$ cat src/rtl/mem_arbiter_if.sv
// Bus bundle between the two requesters, the arbiter and main memory.
// The master view belongs to the requesters and the memory model.
// The slave view belongs to the arbiter.
interface mem_arbiter_if #(
   parameter int ADDR_W = 16,
   parameter int DATA_W = 8
);
   logic [1:0]        cpustate;
   logic              cpu_req;
   logic              cpu_we;
   logic [ADDR_W-1:0] cpu_addr;
   logic [DATA_W-1:0] cpu_wdata;
   logic              cpu_ack;
   logic [DATA_W-1:0] cpu_rdata;
   logic              host_req;
   logic              host_we;
   logic [ADDR_W-1:0] host_addr;
   logic [DATA_W-1:0] host_wdata;
   logic              host_ack;
   logic [DATA_W-1:0] host_rdata;
   logic              mem_en;
   logic              mem_we;
   logic [ADDR_W-1:0] mem_addr;
   logic [DATA_W-1:0] mem_wdata;
   logic [DATA_W-1:0] mem_rdata;
   logic              busy;
   logic              owner;

   modport master (
      output cpustate, cpu_req, cpu_we, cpu_addr, cpu_wdata,
      output host_req, host_we, host_addr, host_wdata, mem_rdata,
      input  cpu_ack, cpu_rdata, host_ack, host_rdata,
      input  mem_en, mem_we, mem_addr, mem_wdata, busy, owner
   );

   modport slave (
      input  cpustate, cpu_req, cpu_we, cpu_addr, cpu_wdata,
      input  host_req, host_we, host_addr, host_wdata, mem_rdata,
      output cpu_ack, cpu_rdata, host_ack, host_rdata,
      output mem_en, mem_we, mem_addr, mem_wdata, busy, owner
   );
endinterface

$ cat src/rtl/mem_arbiter.sv
// Two-requester arbiter for the single main-memory port.
// The CPU is only granted while cpustate equals RUN_STATE. Ties are broken
// round robin. Each access holds the memory for MEM_LAT cycles and then
// gives the grantee a one-cycle acknowledge.
module mem_arbiter #(
   parameter int         ADDR_W    = 16,
   parameter int         DATA_W    = 8,
   parameter int         MEM_LAT   = 1,
   parameter logic [1:0] RUN_STATE = 2'b11
) (
   input logic           clk,
   input logic           rst,
   mem_arbiter_if.slave  bus
);
   typedef enum logic [1:0] {IDLE, ACCESS, DONE} state_t;

   localparam logic [3:0] LAT_LAST = 4'(MEM_LAT - 1);

   state_t            state;
   logic [3:0]        count;
   logic              last_owner;
   logic              cpu_eligible;
   logic              grant_cpu;
   logic              grant_host;
   logic              cpu_ack_r;
   logic              host_ack_r;
   logic [DATA_W-1:0] cpu_rdata_r;
   logic [DATA_W-1:0] host_rdata_r;
   logic              mem_en_r;
   logic              mem_we_r;
   logic [ADDR_W-1:0] mem_addr_r;
   logic [DATA_W-1:0] mem_wdata_r;
   logic              busy_r;
   logic              owner_r;

   // Grant decision: a lone eligible requester wins, and a tie goes to the
   // requester that was not served last.
   always_comb begin
      cpu_eligible = bus.cpu_req && (bus.cpustate == RUN_STATE);
      grant_cpu    = cpu_eligible && (!bus.host_req || last_owner);
      grant_host   = bus.host_req && (!cpu_eligible || !last_owner);
   end

   // Transaction sequencer. The grantee's fields are latched straight into
   // the memory-side registers, so later request changes cannot disturb
   // the access in flight.
   always_ff @(posedge clk or posedge rst) begin
      if (rst) begin
         state        <= IDLE;
         count        <= 4'd0;
         last_owner   <= 1'b1;
         cpu_ack_r    <= 1'b0;
         host_ack_r   <= 1'b0;
         cpu_rdata_r  <= '0;
         host_rdata_r <= '0;
         mem_en_r     <= 1'b0;
         mem_we_r     <= 1'b0;
         mem_addr_r   <= '0;
         mem_wdata_r  <= '0;
         busy_r       <= 1'b0;
         owner_r      <= 1'b0;
      end else begin
         case (state)
            IDLE: begin
               if (grant_cpu || grant_host) begin
                  owner_r     <= grant_host;
                  last_owner  <= grant_host;
                  mem_we_r    <= grant_host ? bus.host_we    : bus.cpu_we;
                  mem_addr_r  <= grant_host ? bus.host_addr  : bus.cpu_addr;
                  mem_wdata_r <= grant_host ? bus.host_wdata : bus.cpu_wdata;
                  mem_en_r    <= 1'b1;
                  busy_r      <= 1'b1;
                  count       <= LAT_LAST;
                  state       <= ACCESS;
               end
            end
            ACCESS: begin
               if (count == 4'd0) begin
                  mem_en_r <= 1'b0;
                  mem_we_r <= 1'b0;
                  if (!mem_we_r) begin
                     if (owner_r) begin
                        host_rdata_r <= bus.mem_rdata;
                     end else begin
                        cpu_rdata_r <= bus.mem_rdata;
                     end
                  end
                  if (owner_r) begin
                     host_ack_r <= 1'b1;
                  end else begin
                     cpu_ack_r <= 1'b1;
                  end
                  state <= DONE;
               end else begin
                  count <= count - 4'd1;
               end
            end
            DONE: begin
               cpu_ack_r  <= 1'b0;
               host_ack_r <= 1'b0;
               busy_r     <= 1'b0;
               state      <= IDLE;
            end
            default: begin
               state <= IDLE;
            end
         endcase
      end
   end

   // All outputs come directly from registers, so they are glitch-free.
   always_comb begin
      bus.cpu_ack    = cpu_ack_r;
      bus.host_ack   = host_ack_r;
      bus.cpu_rdata  = cpu_rdata_r;
      bus.host_rdata = host_rdata_r;
      bus.mem_en     = mem_en_r;
      bus.mem_we     = mem_we_r;
      bus.mem_addr   = mem_addr_r;
      bus.mem_wdata  = mem_wdata_r;
      bus.busy       = busy_r;
      bus.owner      = owner_r;
   end
endmodule
$ cat src/flat_wrapper.sv
// flat-port wrapper written by rule: the top's interface ports become plain ports
module mem_arbiter_flat 
#(
   parameter int         ADDR_W    = 16,
   parameter int         DATA_W    = 8,
   parameter int         MEM_LAT   = 1,
   parameter logic [1:0] RUN_STATE = 2'b11
)
  (clk, rst, bus_cpustate, bus_cpu_req, bus_cpu_we, bus_cpu_addr, bus_cpu_wdata, bus_host_req, bus_host_we, bus_host_addr, bus_host_wdata, bus_mem_rdata, bus_cpu_ack, bus_cpu_rdata, bus_host_ack, bus_host_rdata, bus_mem_en, bus_mem_we, bus_mem_addr, bus_mem_wdata, bus_busy, bus_owner);
  mem_arbiter_if #(.ADDR_W(ADDR_W), .DATA_W(DATA_W)) bus_i ();
  input logic clk;
  input logic rst;
  input wire logic [$bits(bus_i.cpustate)-1:0] bus_cpustate;
  input wire logic [$bits(bus_i.cpu_req)-1:0] bus_cpu_req;
  input wire logic [$bits(bus_i.cpu_we)-1:0] bus_cpu_we;
  input wire logic [$bits(bus_i.cpu_addr)-1:0] bus_cpu_addr;
  input wire logic [$bits(bus_i.cpu_wdata)-1:0] bus_cpu_wdata;
  input wire logic [$bits(bus_i.host_req)-1:0] bus_host_req;
  input wire logic [$bits(bus_i.host_we)-1:0] bus_host_we;
  input wire logic [$bits(bus_i.host_addr)-1:0] bus_host_addr;
  input wire logic [$bits(bus_i.host_wdata)-1:0] bus_host_wdata;
  input wire logic [$bits(bus_i.mem_rdata)-1:0] bus_mem_rdata;
  output wire logic [$bits(bus_i.cpu_ack)-1:0] bus_cpu_ack;
  output wire logic [$bits(bus_i.cpu_rdata)-1:0] bus_cpu_rdata;
  output wire logic [$bits(bus_i.host_ack)-1:0] bus_host_ack;
  output wire logic [$bits(bus_i.host_rdata)-1:0] bus_host_rdata;
  output wire logic [$bits(bus_i.mem_en)-1:0] bus_mem_en;
  output wire logic [$bits(bus_i.mem_we)-1:0] bus_mem_we;
  output wire logic [$bits(bus_i.mem_addr)-1:0] bus_mem_addr;
  output wire logic [$bits(bus_i.mem_wdata)-1:0] bus_mem_wdata;
  output wire logic [$bits(bus_i.busy)-1:0] bus_busy;
  output wire logic [$bits(bus_i.owner)-1:0] bus_owner;
  assign bus_i.cpustate = bus_cpustate;
  assign bus_i.cpu_req = bus_cpu_req;
  assign bus_i.cpu_we = bus_cpu_we;
  assign bus_i.cpu_addr = bus_cpu_addr;
  assign bus_i.cpu_wdata = bus_cpu_wdata;
  assign bus_i.host_req = bus_host_req;
  assign bus_i.host_we = bus_host_we;
  assign bus_i.host_addr = bus_host_addr;
  assign bus_i.host_wdata = bus_host_wdata;
  assign bus_i.mem_rdata = bus_mem_rdata;
  assign bus_cpu_ack = bus_i.cpu_ack;
  assign bus_cpu_rdata = bus_i.cpu_rdata;
  assign bus_host_ack = bus_i.host_ack;
  assign bus_host_rdata = bus_i.host_rdata;
  assign bus_mem_en = bus_i.mem_en;
  assign bus_mem_we = bus_i.mem_we;
  assign bus_mem_addr = bus_i.mem_addr;
  assign bus_mem_wdata = bus_i.mem_wdata;
  assign bus_busy = bus_i.busy;
  assign bus_owner = bus_i.owner;
  mem_arbiter #(.ADDR_W(ADDR_W), .DATA_W(DATA_W), .MEM_LAT(MEM_LAT), .RUN_STATE(RUN_STATE)) u_core (.clk(clk), .rst(rst), .bus(bus_i));
endmodule
$ cat config.mk
export PLATFORM = sky130hd
export DESIGN_NAME = mem_arbiter_flat
export DESIGN_NICKNAME = d
export VERILOG_FILES = /design/src/rtl/mem_arbiter_if.sv /design/src/rtl/mem_arbiter.sv /design/src/flat_wrapper.sv
export SDC_FILE = /design/constraint.sdc
export NUM_CORES = 1
export LEC_CHECK = 0
export CAP_MARGIN = 25
export CORE_ASPECT_RATIO = 0.6
export CORE_MARGIN = 2
export CORE_UTILIZATION = 30
export DETAILED_ROUTE_END_ITERATION = 7
export HOLD_SLACK_MARGIN = 0.02
export PLACE_DENSITY = 0.59
export SETUP_SLACK_MARGIN = 0.5
export SYNTH_ARGS = -nofsm -noshare
export SYNTH_HDL_FRONTEND = slang
export SYNTH_SLANG_ARGS = --single-unit
$ cat constraint.sdc
create_clock -name clk -period 2.9 [get_ports clk]
set_input_delay 0.58 -clock clk [delete_from_list [all_inputs] [get_ports clk]]
set_output_delay 0.58 -clock clk [all_outputs]
set_load 0.005 [all_outputs]
# ---- Word-level counts from Yosys, hierarchy flattened
# Index checks and enable logic that the tools add are counted.
dict set report totals {
  reg_bits 53
  in_bits 64
  out_inout_bits 46
}
dict set report classes {
  addsub 1
  n_eq_ne 8
  n_mux 21
  n_bitwise 2
  n_reduce_logical 23
}
# op count
set ops {}
lappend ops {{$mux W16} 1}
lappend ops {{$reduce_and A3 Y1} 4}
lappend ops {{$pmux W1 S2} 5}
lappend ops {{$mux W1} 8}
lappend ops {{$mux W4} 2}
lappend ops {{$mux W8} 1}
lappend ops {{$pmux W4 S2} 1}
lappend ops {{$reduce_and A4 Y1} 2}
lappend ops {{$ne A2 B1 Y1 const B} 3}
lappend ops {{$reduce_and A2 Y1} 3}
lappend ops {{$reduce_bool A2 Y1} 3}
lappend ops {{$eq A2 B2 Y1 const B} 2}
lappend ops {{$logic_not A4 Y1} 1}
lappend ops {{$mux W2} 2}
lappend ops {{$ne A2 B2 Y1 const B} 2}
lappend ops {{$pmux W2 S2} 1}
lappend ops {{$sub A4 B1 Y4 const B} 1}
lappend ops {{$logic_and A1 B1 Y1} 3}
lappend ops {{$logic_not A1 Y1} 3}
lappend ops {{$logic_or A1 B1 Y1} 3}
lappend ops {{$eq A2 B1 Y1 const B} 1}
lappend ops {{$logic_not A2 Y1} 1}
lappend ops {{$not A1 Y1} 2}

# ---- Logic depth before layout (Yosys ltp)
# Gate-level depths: netlist of the first run.
dict set report logic_depth {
  word_depth 8
  ltp_mapped 6
}

# ---- Least setup slack after synthesis of the first run
# OpenSTA, ideal clock, no wires.
dict set report synth_path {
  kind {reg-to-reg}
  from {register u_core.count[0]}
  to {register u_core.count[0]}
  setup_time_ns 0.125
  arrival_time_ns 1.491
  path_slack_ns 1.284
  path_stages_with_launch 6
  path_buffers 0
  synth_period_minus_slack_ns 1.616
  path_cell_list {dfrtp_1 inv_1 ha_1 nor3b_4 a221oi_2 mux2_2}
}
dict set report synth_between {
  elab_chain_cells 3
  elab_cells_between_ends 6
  classes_between {1 x add/sub; 1 x eq/ne; 2 x mux; 2 x reduce/logical}
}
# item line
set synth_lines {}
lappend synth_lines {{start, declared} mem_arbiter.sv:20} ;# logic [3:0] count;
lappend synth_lines {{start signal, assigned} mem_arbiter.sv:95} ;# count <= count - 4'd1;
lappend synth_lines {{$sub A4 B1 Y4 / $logic_not A4 Y1 (equally long branches)} {mem_arbiter.sv:95, mem_arbiter.sv:78}}
lappend synth_lines {{$mux W4 / $ne A2 B2 Y1 (equally long branches)} n/a}
lappend synth_lines {{$pmux W4 S2 / $reduce_and A3 Y1 (equally long branches)} n/a}
# Several ways; a longest one is shown, not always the timed one. The select of a mux whose other input is x is not followed.
# A chain may end at the register's enable or synchronous reset.

# ---- Worst setup path after layout of the first run
dict set report layout_path {
  from {input bus_cpustate[0]}
  to {register u_core.mem_addr_r[4] (netlist: u_core.bus.mem_addr[4])}
}
dict set report layout_between {
  elab_chain_cells 7
  elab_cells_between_ends 9
  classes_between {1 x eq/ne; 1 x mux; 7 x reduce/logical}
}
# item line
set layout_lines {}
lappend layout_lines {{start, declared} flat_wrapper.sv:13} ;# input wire logic [$bits(bus_i.cpustate)-1:0] bus_cpustate;
lappend layout_lines {{$eq A2 B2 Y1 (*)} mem_arbiter.sv:39} ;# cpu_eligible = bus.cpu_req && (bus.cpustate == RUN_STATE);
lappend layout_lines {{$logic_and A1 B1 Y1 (*)} mem_arbiter.sv:39}
lappend layout_lines {{$logic_not A1 Y1} mem_arbiter.sv:41} ;# grant_host = bus.host_req && (!cpu_eligible || !last_owner);
lappend layout_lines {{$logic_or A1 B1 Y1} mem_arbiter.sv:41}
lappend layout_lines {{$logic_and A1 B1 Y1} mem_arbiter.sv:41}
lappend layout_lines {{$logic_or A1 B1 Y1} mem_arbiter.sv:65} ;# if (grant_cpu || grant_host) begin
lappend layout_lines {{$reduce_and A2 Y1 (no line)} n/a}
lappend layout_lines {{end signal, assigned} mem_arbiter.sv:69} ;# mem_addr_r <= grant_host ? bus.host_addr : bus.cpu_addr;
lappend layout_lines {{end, declared} mem_arbiter.sv:31} ;# logic [ADDR_W-1:0] mem_addr_r;
# Mark *: on every way between the ends. The rest lies on a longest branch, timed or not.

==> results.py, run 1 <==
metrics = {
    "status": {
        "outcome": "completed",
    },
    "sta": {
        "tns_ns": 0,
        "whs_ns": 0.4922,
        "timing.final.crit_period_ns": 2.150,
        "worst_slack_ns": 0.7505,
        "final-max-slew-violation-count": 0,
        "worstMarginPinSlew_ns": 0.6511,
        "maxClockFrequency_mhz": 465.2,
        "fin_skew_ns": 0.002540,
        "finalHoldViolations": 0,
        "rsz0062_at_grt": "no",
        "final_min_period_over_clock_period_pct": 74.12,
        "final-setup-viol-count": 0,
        "maxSlewHeadroom_pct": 56.60,
    },
    "detailed_routing": {
        "drcViolationCount": 0,
        "post_drt_wl_per_cell_um": 15.73,
        "route.vias.total": 2104,
        "wl_um": 7078,
        "drt-vias-per-instance": 4.676,
        "detailedRoute.firstPassIterationCount": 4,
        "drtAntennaViolNets": 0,
        "first_iter_violations": 110,
    },
    "placed_design": {
        "place_area_sq_um": 3815,
        "io_buffer_count": 109,
        "dpl_worst_slack_ns": 0.4002,
        "place.detailed.hpwl_um": 5014,
        "gpl.final_weighted_congestion": 0.7430,
    },
    "critical_path": {
        "worst_flop_to_flop_path_startpoint": "u_core.count[1]",
        "r2r_slack_ns": 1.02,
        "timing_worst_setup_path_type": "in -> reg",
        "required_ns": 3.08,
        "critical_path_arrival_ns": 2.33,
        "endpoint_kind": "flop",
        "worstRegToRegCells": 5,
        "start_kind": "input port",
        "worstReg2RegEnd": "u_core.bus.host_rdata[3]",
        "worst-path-max-fanout": 15,
    },
    "synthesis": {
        "warning_count_from_the_yosys_run": 0,
        "synthesized_netlist_net_count": 293,
        "synth_edf_count": 0,
        "synth-compound-area-share_pct": 22.77,
        "share_of_cell_area_taken_by_muxes_after_synthesis_pct": 7.733,
        "synth-adder-area-share_pct": 0.9547,
        "avgSynthCellArea_sq_um": 11.55,
        "yosys.cell_types.count": 35,
        "seq_area_frac_synth_pct": 50.64,
        "synth_ff_type": "sky130_fd_sc_hd__dfrtp_1",
        "synth_top_family_by_area": "compound AO/OA/AOI/OAI gates",
        "synth_cells": 227,
        "synth_async_sr_flop_share_pct": 100.0,
        "post_synth_instance_area_sq_um": 2621,
        "synth.ff_latch_count": 53,
        "synthSimpleGateAreaFrac_pct": 6.396,
        "xor_xnor_cell_area_share_of_the_yosys_netlist_pct": 0,
    },
    "grt": {
        "grt_util_met1_pct": 21.32,
        "global_route.overflow_total": 0,
        "grt_max_degree": 27,
        "grt-busiest-layer": "met1",
        "first_global_vias": 2232,
        "grt_antenna_before_repair": 0,
        "met3_layer_usage_reported_by_global_route_pct": 6.180,
        "gr-usage-met2_pct": 21.04,
        "groute.usage.overall_pct": 15.09,
        "grt_first_pass_wirelength_um": 11580,
    },
    "finish": {
        "most_frequent_standard_cell_in_the_layout_excluding_fill_and_tap_cells": "sky130_fd_sc_hd__clkdlybuf4s50_1",
        "fillCellCount": 784,
        "layout.cells.most_common_list": "sky130_fd_sc_hd__clkdlybuf4s50_1 (109), sky130_fd_sc_hd__inv_1 (54), sky130_fd_sc_hd__dfrtp_1 (52)",
        "layout.area.seq_sq_um": 1328,
        "multi_input_comb_area_sq_um": 992.2,
        "final_cell_area_sq_um": 3988,
        "antenna_cells": 0,
        "layout-drive-gt1-share_pct": 17.75,
        "finish.net_count": 403,
        "area_delta_synth_final_pct": 52.12,
    },
    "cts": {
        "number_of_setup_buffers_added_after_cts": 0,
        "ctsLongestPathBuffers": 2,
        "cts_hold_buf": 0,
        "numCtsBuffers": 5,
        "clock_edge_transition_at_the_registers_on_the_reported_setup_and_hold_paths_ns": 0.07,
        "clk-insertion-delay-late_ns": 0.29,
        "cts_tree": "yes",
        "clockRootBuffer": "sky130_fd_sc_hd__clkbuf_16",
        "htreeDepth": 2,
        "clock_sinks": 53,
        "quantity_of_gates_resized_following_cts": 0,
    },
    "power": {
        "ir_drop_v": 0.0004448,
        "p_leak_nw": 1.769,
        "pwr_density_cell_nw_per_um2": 970.9,
    },
    "floorplanning": {
        "die-width_um": 124.7,
        "core.rowCount": 26,
        "boundaryPins": 110,
        "core_sq_um": 8491,
        "chip_height_um": 76.41,
        "area_of_the_die_sq_um": 9526,
        "start_util_pct": 30.87,
    },
    "worst_hold_path": {
        "min_delay_path_depth": 2,
        "min_to": "u_core.bus.cpu_ack",
        "hp-class": "reg -> reg",
        "hold_start": "u_core.bus.cpu_ack",
    },
    "flow_run": {
        "max_cap_violations": 0,
    },
}
==> layer usage <==
layer,vias to the layer above,routed length (um)
met5,-,0
met4,0,55
met3,5,618
met2,72,2940
met1,1026,3464
li1,1001,-
==> power by group <==
part	switching [mW]	internal, mW
logic	0.715	1.09
registers	0.261	1.11
clock network	0.270	0.432
==> critical path, stage by stage <==
cell and delay, ns:
sky130_fd_sc_hd__clkdlybuf4s50_1 0.52, sky130_fd_sc_hd__nand3_2 0.14, sky130_fd_sc_hd__o211a_1 0.49, sky130_fd_sc_hd__buf_12 0.28, sky130_fd_sc_hd__a221oi_1 0.31
==> cells in the mapped netlist, types with 2 or more instances <==
master | n | share of area (%)
sky130_fd_sc_hd__nor2_1 | 6 | 0.86
sky130_fd_sc_hd__dfrtp_1 | 52 | 50
sky130_fd_sc_hd__nand2b_1 | 3 | 0.72
sky130_fd_sc_hd__nand2_1 | 3 | 0.43
sky130_fd_sc_hd__o21ai_0 | 2 | 0.38
sky130_fd_sc_hd__mux2_2 | 18 | 7.7
sky130_fd_sc_hd__a221oi_2 | 19 | 11
sky130_fd_sc_hd__a21o_1 | 3 | 0.86
sky130_fd_sc_hd__ha_1 | 2 | 0.95
sky130_fd_sc_hd__a221oi_1 | 7 | 2.3
sky130_fd_sc_hd__buf_6 | 5 | 2.1
sky130_fd_sc_hd__buf_4 | 2 | 0.57
sky130_fd_sc_hd__inv_1 | 55 | 7.9
sky130_fd_sc_hd__a21oi_1 | 26 | 5.0
sky130_fd_sc_hd__buf_2 | 4 | 0.76
==> worst max-delay path by stage <==
stage / from / to / cells past startpoint
floorplan: rst / u_core.bus.busy / 1
global placement: bus_cpustate[1] / u_core.bus.mem_wdata[7] / 5
detailed placement: bus_cpustate[0] / u_core.bus.mem_addr[4] / 5
CTS: bus_cpustate[0] / u_core.bus.mem_addr[4] / 5
global route: bus_cpustate[0] / u_core.bus.mem_addr[4] / 5
finish: bus_cpustate[0] / u_core.bus.mem_addr[4] / 5
==> cell families after synthesis <==
logic type               Yosys count
flip-flops                        53
AO/OA/AOI/OAI                     65
adder cells (fa/ha/maj)            2
multiplexers                      18
AND/OR/NAND/NOR                   22
buffers and inverters             67
==> state kept, by name, summed over array words and instances, names as in the netlist, 2 cells and up <==
signal                 count
u_core.bus.mem_addr       16
u_core.bus.host_rdata      8
u_core.count               4
u_core.bus.cpu_rdata       8
u_core.bus.mem_wdata       8
u_core.state               2
==> cell type report <==
type / count / area share [%]
Clock buffer: 7 / 3.577
Clock inverter: 1 / 0.7531
Inverter: 55 / 5.177
Multi-Input combinational cell: 107 / 24.88
Sequential cell: 53 / 33.29
Tap cell: 112 / 3.514
Timing Repair Buffer: 115 / 28.80
==> through the flow <==
step	power [mW]	utilization, %	cells
after global placement	3.150	44.93	442
final	3.871	46.96	450
after floorplan	2.251	-	227
after detailed placement	3.187	44.93	442
after global routing	4.128	46.96	450
after CTS	3.915	46.96	450
No activity file was read; power rests on OpenSTA's default activity.
==> run 2: changes to the inputs <==
==> constraint.sdc (replaced) <==
create_clock -name clk -period 2 [get_ports clk]
set_input_delay 0.4 -clock clk [delete_from_list [all_inputs] [get_ports clk]]
set_output_delay 0.4 -clock clk [all_outputs]
set_load 0.005 [all_outputs]
==> results.py, run 2 (synthesis gave the netlist of run 1 again) <==
metrics = {
    "sta": {
        "timing.final.crit_period_ns": 1.683,
        "rsz0062_at_grt": "yes",
        "maxSlewHeadroom_pct": 68.26,
        "maxClockFrequency_mhz": 594.3,
        "tns_ns": 0,
        "final-max-slew-violation-count": 0,
        "finalHoldViolations": 0,
        "final-setup-viol-count": 0,
        "final_min_period_over_clock_period_pct": 84.13,
        "fin_skew_ns": 0.004236,
        "worstMarginPinSlew_ns": 0.4725,
    },
    "grt": {
        "grt_first_pass_wirelength_um": 12280,
        "global_route.overflow_total": 0,
        "first_global_vias": 2304,
        "grt_max_degree": 23,
        "grt_antenna_before_repair": 0,
        "groute.usage.overall_pct": 16.43,
    },
    "critical_path": {
        "endpoint_kind": "flop",
        "slowest_stage": "sky130_fd_sc_hd__dfrtp_1",
        "cp_num_cells": 6,
        "cp.buffers_inverters": 2,
        "slowest_delay_ns": 0.38,
        "start_kind": "flop",
        "path_cells": "inv_2 -> ha_4 -> nor3b_4 -> buf_12 -> a221oi_4 -> mux2_4",
        "worst_flop_to_flop_path_startpoint": "u_core.count[0]",
        "critical_path_arrival_ns": 1.87,
        "required_ns": 2.18,
        "critical_path.top_delay_family": "flip-flops",
        "worstRegToRegCells": 6,
        "worst-path-max-fanout": 4,
        "r2r_slack_ns": 0.32,
        "timing_worst_setup_path_type": "reg -> reg",
        "worstReg2RegEnd": "u_core.count[0]",
    },
    "cts": {
        "clk-insertion-delay-late_ns": 0.30,
        "clockRootBuffer": "sky130_fd_sc_hd__clkbuf_16",
        "htreeDepth": 2,
        "ctsLongestPathBuffers": 2,
        "cts_hold_buf": 0,
        "clock_sinks": 53,
        "clock_edge_transition_at_the_registers_on_the_reported_setup_and_hold_paths_ns": 0.07,
        "cts_tree": "yes",
        "numCtsBuffers": 5,
    },
    "floorplanning": {
        "boundaryPins": 110,
        "area_of_the_die_sq_um": 9526,
        "start_util_pct": 30.87,
        "chip_height_um": 76.41,
        "die-width_um": 124.7,
        "core.rowCount": 26,
        "core_sq_um": 8491,
    },
    "power": {
        "switching_component_of_the_power_mw": 1.951,
        "sw_frac_of_total_pct": 33.74,
        "seqPwrFrac_pct": 33.4,
        "ir_drop_v": 0.0006785,
        "total_internal_power_mw": 3.832,
        "power.share.combinational_pct": 49.2,
        "pwr_density_cell_nw_per_um2": 1341,
        "clock_power_share_pct": 17.3,
        "p_leak_nw": 1.987,
    },
    "finish": {
        "finish.net_count": 429,
        "area_delta_synth_final_pct": 64.49,
        "antenna_cells": 0,
        "layout.cells.most_common_list": "sky130_fd_sc_hd__clkdlybuf4s50_1 (59), sky130_fd_sc_hd__inv_1 (50), sky130_fd_sc_hd__dlygate4sd2_1 (50), sky130_fd_sc_hd__dfrtp_1 (50), sky130_fd_sc_hd__a21oi_1 (26)",
        "most_frequent_standard_cell_in_the_layout_excluding_fill_and_tap_cells": "sky130_fd_sc_hd__clkdlybuf4s50_1",
        "largest_register_ffs": 16,
        "layout-drive-gt1-share_pct": 28.02,
        "instances_no_fill": 476,
    },
    "placed_design": {
        "gpl.final_weighted_congestion": 0.7294,
        "io_buffer_count": 109,
        "place.detailed.hpwl_um": 5096,
        "dpl.cell_count": 446,
    },
    "flow_run": {
        "max_cap_violations": 0,
    },
    "detailed_routing": {
        "drcViolationCount": 0,
        "wl_um": 7545,
        "first_iter_violations": 92,
        "detailedRoute.firstPassIterationCount": 4,
        "route.vias.total": 2233,
        "drt-vias-per-instance": 4.691,
        "drtAntennaViolNets": 0,
        "post_drt_wl_per_cell_um": 15.85,
    },
    "status": {
        "outcome": "completed",
    },
    "worst_hold_path": {
        "hp-class": "in -> async",
    },
}
-- run 2: repair_timing --
item / CTS / global route
cloned: 2 / 1
endpoints found under the setup margin: 93 / 46
pin swaps: 3 / 2
resized for setup: 65 / 7
buffers inserted: 17 / 2
-- run 2: power groups by stage --
stage               registers, mW  logic [mW]  clock network, mW
floorplan                    1.93        1.33                  0
global placement             1.98        2.62                  0
detailed placement           1.98        2.67                  0
CTS                          1.93        2.78               1.03
global route                 2.01        3.12               1.08
finish                       1.93        2.85               1.00
-- run 2: worst reg2reg max path, stage by stage, from the launching register on --
cell,delay [ns]
sky130_fd_sc_hd__dfrtp_1,0.38
sky130_fd_sc_hd__inv_2,0.07
sky130_fd_sc_hd__ha_4,0.16
sky130_fd_sc_hd__nor3b_4,0.15
sky130_fd_sc_hd__buf_12,0.14
sky130_fd_sc_hd__a221oi_4,0.34
sky130_fd_sc_hd__mux2_4,0.33
-- run 2: area by class of cell --
type                            instances  area, sq um
Timing Repair Buffer                  141         1376
Clock inverter                          3        46.29
Tap cell                              112        140.1
Fill cell                             778         4179
Inverter                               55        210.2
Multi-Input combinational cell        107         1084
Sequential cell                        53         1330
Clock buffer                            5        125.1
-- run 2: layer usage --
layer	up-vias	global-route usage [%]	part of all wire [%]
met2	78	23.06	40
met5	-	0	0
met3	8	6.461	9.0
met4	0	5.056	1.2
li1	1055	-	-
met1	1092	23.13	50
-- run 2: worst max-delay path by stage --
stage,from,to,slack [ns]
global placement,bus_host_req,u_core.count[1],0.07
CTS,u_core.count[0],u_core.count[0],0.33
detailed placement,bus_cpustate[1],u_core.bus.mem_addr[3],-0.01
finish,u_core.count[0],u_core.count[0],0.32
floorplan,u_core.count[1],u_core.bus.host_rdata[0],0.42
global route,u_core.count[0],u_core.count[0],0.27
-- run 2: through the flow --
stage	hold slack, ns	setup slack, ns	utilization, %	total power [mW]	instance area, sq um
floorplan	0.4611	0.4173	-	3.266	2628
global placement	0.4615	0.06854	45.65	4.600	3876
detailed placement	0.4756	-0.01047	45.65	4.650	3876
CTS	0.4618	0.3300	49.94	5.747	4240
global route	0.4887	0.2722	50.78	6.205	4312
finish	0.4482	0.3174	50.78	5.783	4312
